==> config.mk <==
export PLATFORM = sky130hd
export DESIGN_NAME = lp_frame_serializer
export DESIGN_NICKNAME = d
export VERILOG_FILES = /design/src/rtl/lp_frame_serializer.sv
export SDC_FILE = /design/constraint.sdc
export NUM_CORES = 1
export LEC_CHECK = 0
export BUFFER_PORTS_ARGS = -buffer_cell sky130_fd_sc_hd__buf_2
export CELL_PAD_IN_SITES_DETAIL_PLACEMENT = 0
export CELL_PAD_IN_SITES_GLOBAL_PLACEMENT = 2
export CORE_MARGIN = 4
export CORE_UTILIZATION = 30
export CTS_CLUSTER_DIAMETER = 200
export DETAILED_ROUTE_END_ITERATION = 10
export PLACE_DENSITY_LB_ADDON = 0.1
export SLEW_MARGIN = 20
export SYNTH_ARGS = -nofsm -noshare
export SYNTH_HDL_FRONTEND = slang
export SYNTH_SLANG_ARGS = --single-unit
==> constraint.sdc <==
create_clock -name clk -period 16.4 [get_ports clk]
set_clock_uncertainty 0.2 [all_clocks]
set_input_delay 0.82 -clock clk [delete_from_list [all_inputs] [get_ports clk]]
set_output_delay 0.82 -clock clk [all_outputs]
set_load 0.01 [all_outputs]
==> src/rtl/lp_frame_serializer.sv <==
// Frame serializer: buffers whole filter frames with their error code in a small FIFO
// and streams them out as WORD_W-bit words on a valid/ready interface.
module lp_frame_serializer #(
  parameter int WORD_W     = 16,
  parameter int NUM_WORDS  = 6,
  parameter int FIFO_DEPTH = 2
) (
  input  logic                          clk,
  input  logic                          rst,
  input  logic [WORD_W*NUM_WORDS-1:0]   in_data,
  input  logic                          in_valid,
  input  logic [1:0]                    in_err,
  output logic                          in_ready,
  output logic [WORD_W-1:0]             out_data,
  output logic                          out_valid,
  input  logic                          out_ready,
  output logic                          out_last,
  output logic [1:0]                    out_err,
  output logic                          overflow,
  output logic [15:0]                   frame_cnt
);

  localparam int FRAME_W = WORD_W * NUM_WORDS;
  localparam int ENTRY_W = FRAME_W + 2;
  localparam int PTR_W   = (FIFO_DEPTH > 1) ? $clog2(FIFO_DEPTH) : 1;
  localparam int CNT_W   = PTR_W + 1;
  localparam int IDX_W   = (NUM_WORDS > 1) ? $clog2(NUM_WORDS) : 1;

  typedef enum logic {
    IDLE = 1'b0,
    SEND = 1'b1
  } state_t;

  state_t              r_state;
  state_t              w_state_next;
  logic [ENTRY_W-1:0]  r_mem [FIFO_DEPTH];
  logic [PTR_W-1:0]    r_wr_ptr;
  logic [PTR_W-1:0]    r_rd_ptr;
  logic [CNT_W-1:0]    r_count;
  logic [FRAME_W-1:0]  r_shift;
  logic [1:0]          r_err;
  logic [IDX_W-1:0]    r_idx;
  logic                r_overflow;
  logic [15:0]         r_frame_cnt;

  logic                w_in_ready;
  logic                w_push;
  logic                w_pop;
  logic                w_out_valid;
  logic                w_is_last;
  logic                w_hs;
  logic                w_frame_done;
  logic [ENTRY_W-1:0]  w_head;

  // in_ready depends only on the registered count, so a same-cycle pop never raises it.
  assign w_in_ready   = (r_count < CNT_W'(FIFO_DEPTH));
  assign w_push       = in_valid && w_in_ready;
  assign w_is_last    = (r_idx == IDX_W'(NUM_WORDS - 1));
  assign w_hs         = w_out_valid && out_ready;
  assign w_frame_done = w_hs && w_is_last;
  assign w_head       = r_mem[r_rd_ptr];

  always_ff @(posedge clk) begin
    if (w_push) begin
      r_mem[r_wr_ptr] <= {in_err, in_data};
    end
  end

  always_ff @(posedge clk or posedge rst) begin
    if (rst) begin
      r_wr_ptr <= '0;
      r_rd_ptr <= '0;
      r_count  <= '0;
    end else begin
      if (w_push) begin
        r_wr_ptr <= r_wr_ptr + PTR_W'(1);
      end
      if (w_pop) begin
        r_rd_ptr <= r_rd_ptr + PTR_W'(1);
      end
      case ({w_push, w_pop})
        2'b10:   r_count <= r_count + CNT_W'(1);
        2'b01:   r_count <= r_count - CNT_W'(1);
        default: r_count <= r_count;
      endcase
    end
  end

  always_ff @(posedge clk or posedge rst) begin
    if (rst) begin
      r_state <= IDLE;
    end else begin
      r_state <= w_state_next;
    end
  end

  // Popping is gated on the registered count, so a frame pushed into an empty
  // FIFO is only taken on the following edge.
  always_comb begin
    w_state_next = r_state;
    w_pop        = 1'b0;
    w_out_valid  = 1'b0;
    case (r_state)
      IDLE: begin
        if (r_count != '0) begin
          w_pop        = 1'b1;
          w_state_next = SEND;
        end
      end
      SEND: begin
        w_out_valid = 1'b1;
        if (w_frame_done) begin
          if (r_count != '0) begin
            w_pop = 1'b1;
          end else begin
            w_state_next = IDLE;
          end
        end
      end
      default: begin
        w_state_next = IDLE;
      end
    endcase
  end

  always_ff @(posedge clk or posedge rst) begin
    if (rst) begin
      r_shift <= '0;
      r_err   <= '0;
      r_idx   <= '0;
    end else if (w_pop) begin
      r_shift <= w_head[FRAME_W-1:0];
      r_err   <= w_head[ENTRY_W-1:FRAME_W];
      r_idx   <= '0;
    end else if (w_frame_done) begin
      // Clear so the idle outputs read back as zero.
      r_shift <= '0;
      r_err   <= '0;
      r_idx   <= '0;
    end else if (w_hs) begin
      r_shift <= r_shift >> WORD_W;
      r_idx   <= r_idx + IDX_W'(1);
    end
  end

  always_ff @(posedge clk or posedge rst) begin
    if (rst) begin
      r_overflow  <= 1'b0;
      r_frame_cnt <= '0;
    end else begin
      if (in_valid && !w_in_ready) begin
        r_overflow <= 1'b1;
      end
      if (w_frame_done) begin
        r_frame_cnt <= r_frame_cnt + 16'd1;
      end
    end
  end

  assign in_ready  = w_in_ready;
  assign out_valid = w_out_valid;
  assign out_data  = r_shift[WORD_W-1:0];
  assign out_err   = r_err;
  assign out_last  = w_out_valid && w_is_last;
  assign overflow  = r_overflow;
  assign frame_cnt = r_frame_cnt;

endmodule

# Word level (Yosys, flattened, before mapping)

Memories as Yosys holds them, arrays and structs flattened.
Cells that the tools add are included.

Multiplexer cells: 17
Div/mod/pow operators: 0
Reductions and logical operators: 10
Equality and inequality tests: 3
Bitwise gates (word level): 1
Shift operators: 0
$mul: 0
Order comparisons: 1
$add $sub $neg: 6

Operators with widths:

| cell                                                                  | number |
|---|---|
| 96-bit 2-to-1 mux                                                     | 3 |
| 16-bit by 1-bit adder with 16-bit output, second input constant       | 1 |
| 3-bit 2-to-1 mux                                                      | 3 |
| 1-bit 2-to-1 mux                                                      | 6 |
| 2-bit nonzero test                                                    | 3 |
| 1-bit logical AND                                                     | 5 |
| 2-bit 2-to-1 mux                                                      | 2 |
| 1-bit one-hot mux with 2 select lines                                 | 2 |
| 2-bit one-hot mux with 2 select lines                                 | 1 |
| 3-bit by 1-bit adder with 3-bit output, second input constant         | 1 |
| 3-bit equality test, second input constant                            | 1 |
| 3-bit nonzero test                                                    | 1 |
| 1-bit adder, second input constant                                    | 2 |
| 2-bit by 1-bit adder with 2-bit output, second input constant         | 1 |
| 2-bit by 1-bit equality test with 1-bit output, second input constant | 1 |
| 2-bit equality test, second input constant                            | 1 |
| 2-bit < comparator, second input constant                             | 1 |
| 2-bit by 1-bit subtractor with 2-bit output, second input constant    | 1 |
| 1-bit logical NOT                                                     | 1 |
| 1-bit NOT                                                             | 1 |

Output and inout port bits: 38
ROM bits: 0
Register bits: 123
RAM bits: 196
Memories kept: 1
Latch bits: 0

Memories:

| name  | words | width | read ports | clocked after memory_dff | wr ports | RTL line | text |
|---|---|---|---|---|---|---|---|
| r_mem | 2     | 98    | 1          | 0                        | 1        | 36       | `logic [ENTRY_W-1:0] r_mem [FIFO_DEPTH];` |

# Longest topological paths before layout

Gate-level depths: netlist of run 1.

Depth in word-level cells: 7
Gate-level depth with buffers: 11
Gate-level depth less buffers: 10

# Worst setup path before layout of run 1

Ideal clock, no wire load.

Path kind: input to register
Start point: input in_valid
End point: memory r_mem[0][0] (netlist bit), enable pin
Arrival time: 5.004 ns
Setup time: 0.556 ns
Required time: 15.644 ns
Stages on the path: 2
Path slack: 10.640 ns
Cells stage by stage: nand2_1 -> nor2_1

Cells in the longest elaborated chain, start to end: 3

Ends and longest elaborated chain:

| what                                   | RTL line | text |
|---|---|---|
| from (decl)                            | 11       | `input logic in_valid,` |
| 1-bit logical AND                      | 57       | `assign w_push = in_valid && w_in_ready;` |
| 1-bit 2-to-1 mux                       | 64       | `if (w_push) begin` |
| 1-bit 2-to-1 mux (implied by the code) | 65       | `r_mem[r_wr_ptr] <= {in_err, in_data};` |
| to (decl)                              | 36       |  |

Every way passes these cells.

# Worst setup path after layout of run 1

Start point: register r_idx[1]
End point: register r_shift[68]

Cells in the longest elaborated chain, start to end: 5
Elaborated cells between the ends (all ways): 7
Classes of those cells: eq/ne: 1; mux: 4; reduce/logical: 2

Ends and longest elaborated chain:

| what                                                              | RTL line | text |
|---|---|---|
| from (decl)                                                       | 42       | `logic [IDX_W-1:0] r_idx;` |
| from (signal assigned)                                            | 142      | `r_idx <= r_idx + IDX_W'(1);` |
| 3-bit equality test *                                             | 58       | `assign w_is_last = (r_idx == IDX_W'(NUM_WORDS - 1));` |
| 1-bit logical AND *                                               | 60       | `assign w_frame_done = w_hs && w_is_last;` |
| 1-bit 2-to-1 mux                                                  | 112      | `if (w_frame_done) begin` |
| 1-bit one-hot mux with 2 select lines                             | 103      | `case (r_state)` |
| 3-bit nonzero test (no line) or 96-bit 2-to-1 mux (tied branches) | -        |  |
| to (signal assigned)                                              | 132      | `r_shift <= w_head[FRAME_W-1:0];` |
| to (signal assigned)                                              | 141      | `r_shift <= r_shift >> WORD_W;` |
| to (decl)                                                         | 40       | `logic [FRAME_W-1:0] r_shift;` |

Mark *: on every way between the ends. The rest lies on a longest branch, timed or not.
A chain may end at the register's enable or synchronous reset.

==> flow_metrics.py, run 1 <==
metrics = {
    "pwr": {
        "combPwrFrac_pct": 20.6,
        "p_int_uw": 1800,
        "power_density_mw_per_mm2": 171,
        "p_leak_uw": 0.00568,
        "vdd_drop_max_mv": 0.0731,
        "switching_share_pct": 28.9,
        "clkPwrFrac_pct": 33.2,
        "pwr-share-seq_pct": 46.2,
        "p_sw_uw": 730,
    },
    "sta": {
        "relSlewSlack_pct": 32.2,
        "period_share_pct": 20.4,
        "tightest_slew_ns": 1.02,
        "rsz0062_at_grt": "no",
        "max_freq_mhz": 300,
        "fin_hold_ws_ns": 0.146,
        "setup_tns_ns": 0,
        "setup_viol": 0,
        "finalHoldViolCount": 0,
        "period_needed_ns": 3.34,
        "finalMaxSlewViolations": 0,
    },
    "setup_path": {
        "reg2reg_depth": 9,
        "r2r_start": "r_idx[1]",
        "critical_path_required_ns": 16.64,
        "endpoint": "r_shift[68]",
        "cp-start-kind": "register",
        "r2r_slack_ns": 13.06,
        "critPathKind": "reg2reg",
        "arrival_ns": 3.58,
        "reg2reg_to": "r_shift[68]",
        "cp-end-kind": "register",
        "startpoint": "r_idx[1]",
        "crit_fanout": 49,
    },
    "routing": {
        "via_count": 6914,
        "drt-initial-drc-count": 424,
        "via_per_inst": 4.53,
        "post_drt_wl_per_cell_um": 19.7,
        "wl_um": 30100,
        "drc": 0,
        "drtPass1Iterations": 4,
        "final_antenna_net_count": 0,
    },
    "floorplanning": {
        "die_height_um": 212,
        "rows": 74,
        "start_util_pct": 30.5,
        "die_area_mm2": 0.0449,
        "die_x_um": 212,
        "boundaryPins": 140,
        "core-area_mm2": 0.0409,
    },
    "synth": {
        "synth_warnings": 0,
        "synth_seq_cells": 319,
        "syn_avg_cell_area_um2": 14.8,
        "ys_seq_area_share_pct": 71.9,
        "synth_edf_count": 196,
        "syn_area_mm2": 0.0125,
        "synthCells": 842,
        "async_reset_ff_share_pct": 38.6,
        "synth_fp_nets": 948,
        "synth_ff_type": "edfxtp_1",
        "synth_cell_types": 34,
    },
    "layout": {
        "mostFrequentLayoutCells": "edfxtp_1 (196), buf_2 (139), dfrtp_1 (122)",
        "syn_to_final_growth_pct": 18.7,
        "final_common_cell": "edfxtp_1",
        "fin_nets": 1071,
        "drive_gt1_share_pct": 29.1,
        "final_cell_area_mm2": 0.0148,
        "diodes": 0,
    },
    "global_route": {
        "grt_pass1_vias": 7266,
        "grt_use_total_pct": 13.4,
        "grt_pass1_wl_um": 45600,
        "overflow": 0,
        "antenna_found_initial": 0,
        "grt_max_degree": 108,
    },
    "clock_tree": {
        "clk_pin_slew_ns": 0.06,
        "h-tree-depth": 2,
        "post_cts_buffers": 0,
        "ctsHoldBuffers": 0,
        "cts_resized": 0,
        "cts.sinks": 319,
        "numCtsBuffers": 38,
        "clk_latency_ns": 0.53,
        "cts_tree": "yes",
        "clockBufferDepth": 3,
        "cts-root-buf": "clkbuf_16",
    },
    "placement": {
        "place_area_mm2": 0.0135,
        "place.gp.congestion": 0.678,
        "numPortBuffers": 139,
        "post-dp-hpwl_um": 18600,
    },
    "min_path": {
        "hold_class": "in2async",
    },
    "status": {
        "status": "finished, final reports clean",
    },
    "flow_run": {
        "cap_violations": 0,
    },
}
==> worst max-delay path, cell delays in order (launching register included) <==
cell and delay (ns):
dfrtp_1 0.39, inv_1 0.06, ha_1 0.20, nand3_1 0.09, nand2_1 0.09, nand2_1 0.46
inv_2 0.74, buf_4 0.61, a22oi_1 0.15, o21ai_0 0.20
==> cell families (layout without fill, tap and decap cells) <==
family / count (synthesis) / in the layout / synth area share (%)
muxes: 98 / 98 / 8.67
xor gates and xnor gates: 21 / 21 / 1.48
AOI/OAI and AO/OA: 184 / 184 / 9.09
adders and majority gates: 4 / 4 / 0.401
DFF: 319 / 319 / 71.9
and+or+nand+nor: 144 / 144 / 4.91
buffers and inverters: 72 / 225 / 3.55
==> power by group through the flow <==
stage               Clock, uW  Sequential [uW]  Combinational (uW)
finish                    841             1170                 521
global route              907             1190                 586
CTS                       874             1170                 540
detailed placement          0             1190                 538
global placement            0             1190                 536
floorplan                   0             1140                 416
==> state kept, by name (all words and copies together), names as in the netlist, 2 cells and up <==
name       flops
r_idx          3
r_shift       96
frame_cnt     16
r_mem        196
r_count        2
out_err        2
==> cell usage after synthesis (5+ instances only) <==
| library cell | n | area, um2 |
|---|---|---|
| a22oi_1 | 80 | 601 |
| o21ai_1 | 49 | 245 |
| mux2_2 | 80 | 901 |
| buf_2 | 14 | 70.1 |
| nand2_1 | 114 | 428 |
| mux2i_1 | 18 | 180 |
| nor2_1 | 5 | 18.8 |
| nand4_1 | 8 | 50.1 |
| edfxtp_1 | 196 | 5890 |
| o21ai_0 | 51 | 255 |
| clkbuf_1 | 22 | 82.6 |
| xnor2_1 | 17 | 149 |
| buf_4 | 19 | 143 |
| dfrtp_1 | 123 | 3080 |
| buf_6 | 11 | 124 |
==> stage by stage <==
stage                     std cells  setup WS [ns]  util [%]  power (uW)
after floorplan                 842          10.64         -        1550
after global routing           1527          12.72      36.2        2680
after global placement         1456          12.75      33.0        1720
after CTS                      1526          13.01      36.1        2590
after detailed placement       1456          12.73      33.0        1730
final                          1527          13.06      36.2        2530
==> cell type report <==
cell class / instances / area (um2)
fillers: 4001 / 26100
well taps: 532 / 666
multi-input cells: 451 / 3090
clock inverters: 19 / 183
inverters: 5 / 23.8
clock buffers: 51 / 1070
repair buffers: 150 / 798
flip-flops and latches: 319 / 8970
==> how the worst min path moves through the flow <==
| stage | endpoint | slack [ns] |
|---|---|---|
| floorplan | r_shift[80] | 0.25 |
| global placement | overflow | 0.24 |
| detailed placement | overflow | 0.26 |
| CTS | r_shift[4] | 0.14 |
| global route | frame_cnt[15] | 0.17 |
| finish | overflow | 0.15 |
==> routing by layer <==
layer  vias up  routed length, um  global-route usage, %
met2       113              14300                   21.5
met5         -                  0                      0
met3        42               1100                   2.56
li1       3359                  -                      -
met4         0                645                   4.42
met1      3400              14100                   18.5
Note: power is estimated with default switching activity, not from simulation.
==> run 2, diff against run 1 <==
Clock period 16.4 ns to 2.76 ns, I/O delays scaled along.
==> flow_metrics.py, run 2 (synthesis gave the netlist of run 1 again) <==
metrics = {
    "status": {
        "status": "finished, final reports clean",
    },
    "setup_path": {
        "arrival_ns": 2.66,
        "worst-path-buf-inv": 3,
        "critical_path_required_ns": 3.01,
        "crit_chain": "inv_1 -> ha_1 -> nand3_1 -> nand2_1 -> nand2_1 -> inv_2 -> buf_4 -> a22oi_1 -> o21ai_0",
        "critPathKind": "reg2reg",
        "crit_fanout": 36,
        "crit_slowest_cell": "inv_2",
        "cp-end-kind": "register",
        "crit_path_frequent_cell": "nand2_1",
        "critPathMaxStageDelay_ns": 0.55,
        "cp-start-kind": "register",
        "critical_path.top_delay_family": "buffers and inverters",
    },
    "floorplanning": {
        "boundaryPins": 140,
        "die_x_um": 212,
        "start_util_pct": 30.5,
        "die_height_um": 212,
        "rows": 74,
        "die_area_mm2": 0.0449,
        "core-area_mm2": 0.0409,
    },
    "flow_run": {
        "cap_violations": 0,
    },
    "sta": {
        "rsz0062_at_grt": "no",
        "setup_tns_ns": 0,
        "setup_viol": 0,
        "max_freq_mhz": 414,
        "period_share_pct": 87.4,
        "finalHoldViolCount": 0,
        "tightest_slew_ns": 0.750,
        "period_needed_ns": 2.41,
        "finalMaxSlewViolations": 0,
        "relSlewSlack_pct": 49.9,
    },
    "routing": {
        "drt-initial-drc-count": 353,
        "wl_met1_um": 13900,
        "final_antenna_net_count": 0,
        "via_per_inst": 4.47,
        "drtPass1Iterations": 4,
        "via_count": 7317,
        "wl_met2_um": 14800,
        "top_layer": "met4",
        "drc": 0,
        "wl_um": 30500,
        "post_drt_wl_per_cell_um": 18.6,
        "met3_length_um": 1060,
    },
    "pwr": {
        "p_int_uw": 10500,
        "switching_share_pct": 29.3,
        "combPwrFrac_pct": 23.2,
        "power_density_mw_per_mm2": 934,
        "vdd_drop_max_mv": 0.482,
        "p_sw_uw": 4360,
        "clkPwrFrac_pct": 30.6,
        "p_leak_uw": 0.00612,
        "pwr-share-seq_pct": 46.2,
    },
    "layout": {
        "diodes": 0,
        "final_cell_area_mm2": 0.0159,
        "largest_register_ffs": 196,
        "seqCellArea_mm2": 0.00897,
        "fin_nets": 1184,
        "drive_gt1_share_pct": 26.9,
        "fillers": 3929,
        "multi_input_area_mm2": 0.00309,
        "largest-register": "r_mem",
        "mostFrequentLayoutCells": "edfxtp_1 (196), buf_2 (139), dfrtp_1 (122)",
        "final_common_cell": "edfxtp_1",
        "syn_to_final_growth_pct": 27.7,
    },
    "global_route": {
        "grt_pass1_vias": 7818,
        "grt_use_total_pct": 13.8,
        "overflow": 0,
        "grt_pass1_wl_um": 47300,
        "antenna_found_initial": 0,
        "grt_max_degree": 105,
    },
    "placement": {
        "place_area_mm2": 0.0138,
        "place.gp.congestion": 0.685,
        "numPortBuffers": 139,
        "post-dp-hpwl_um": 19200,
    },
    "clock_tree": {
        "cts-root-buf": "clkbuf_16",
        "cts_tree": "yes",
        "clk_pin_slew_ns": 0.06,
        "cts.sinks": 319,
        "clk_latency_ns": 0.54,
        "h-tree-depth": 2,
        "numCtsBuffers": 38,
        "clockBufferDepth": 3,
    },
    "min_path": {
        "hold_class": "in2reg",
    },
}
-- run 2: area by class of cell --
cell class | instances | share of cell area [%]
flip-flops and latches | 319 | 56.3
multi-input cells | 451 | 19.4
repair buffers | 263 | 12.9
clock buffers | 59 | 6.73
well taps | 532 | 4.18
clock inverters | 9 | 0.314
inverters | 5 | 0.141
-- run 2: per-stage QoR --
stage	instances	total power, uW	utilization, %	hold WS [ns]	setup WS (ns)
after floorplan	842	9180	-	0.0369	0.0258
after global placement	1468	10400	33.7	-0.152	0.376
after detailed placement	1468	10500	33.7	-0.160	0.311
after CTS	1638	15200	38.9	0.0782	0.271
after global routing	1638	15800	38.9	0.110	0.0757
final	1638	14900	38.9	0.116	0.347
-- run 2: worst paths after layout --
path | from | endpoint | slack, ns | cells after the start
worst max-delay path | r_idx[1] | r_shift[23] | 0.35 | 9
worst min-delay path | in_data[66] | r_mem[1][66] | 0.12 | 2
worst max register to register | r_idx[1] | r_shift[23] | 0.35 | 9
worst min register to register | overflow | overflow | 0.25 | 1
max in group asynchronous | rst | r_rd_ptr | 1.32 | 5
min in group asynchronous | rst | r_shift[4] | 0.45 | 4
-- run 2: worst register-to-register path, delay by kind of cell (launching register included) --
family	cells	cell delay [ns]
DFF	1	0.39
AOI/OAI and AO/OA	2	0.29
buffers and inverters	3	1.00
and+or+nand+nor	3	0.27
adders and majority gates	1	0.19
-- run 2: layer usage --
layer / track usage [%] / up-vias
met1: 18.6 / 3567
met2: 23.0 / 121
met3: 2.39 / 56
met5: 0 / -
met4: 4.20 / 0
li1: - / 3573
-- run 2: timing repair --
item | CTS | global route
endpoints found under the hold margin | 331 | 0
buffers inserted | 0 | 0
resized for setup | 0 | 0
hold buffers | 102 | 0
-- run 2: power by group through the flow --
stage	registers, uW	logic, uW	clock network [uW]
2_1_floorplan	6700	2480	0
3_3_place_gp	6970	3480	0
3_5_place_dp	6990	3460	0
4_1_cts	6900	3590	4750
5_1_grt	6990	3860	4950
6_report	6870	3460	4550
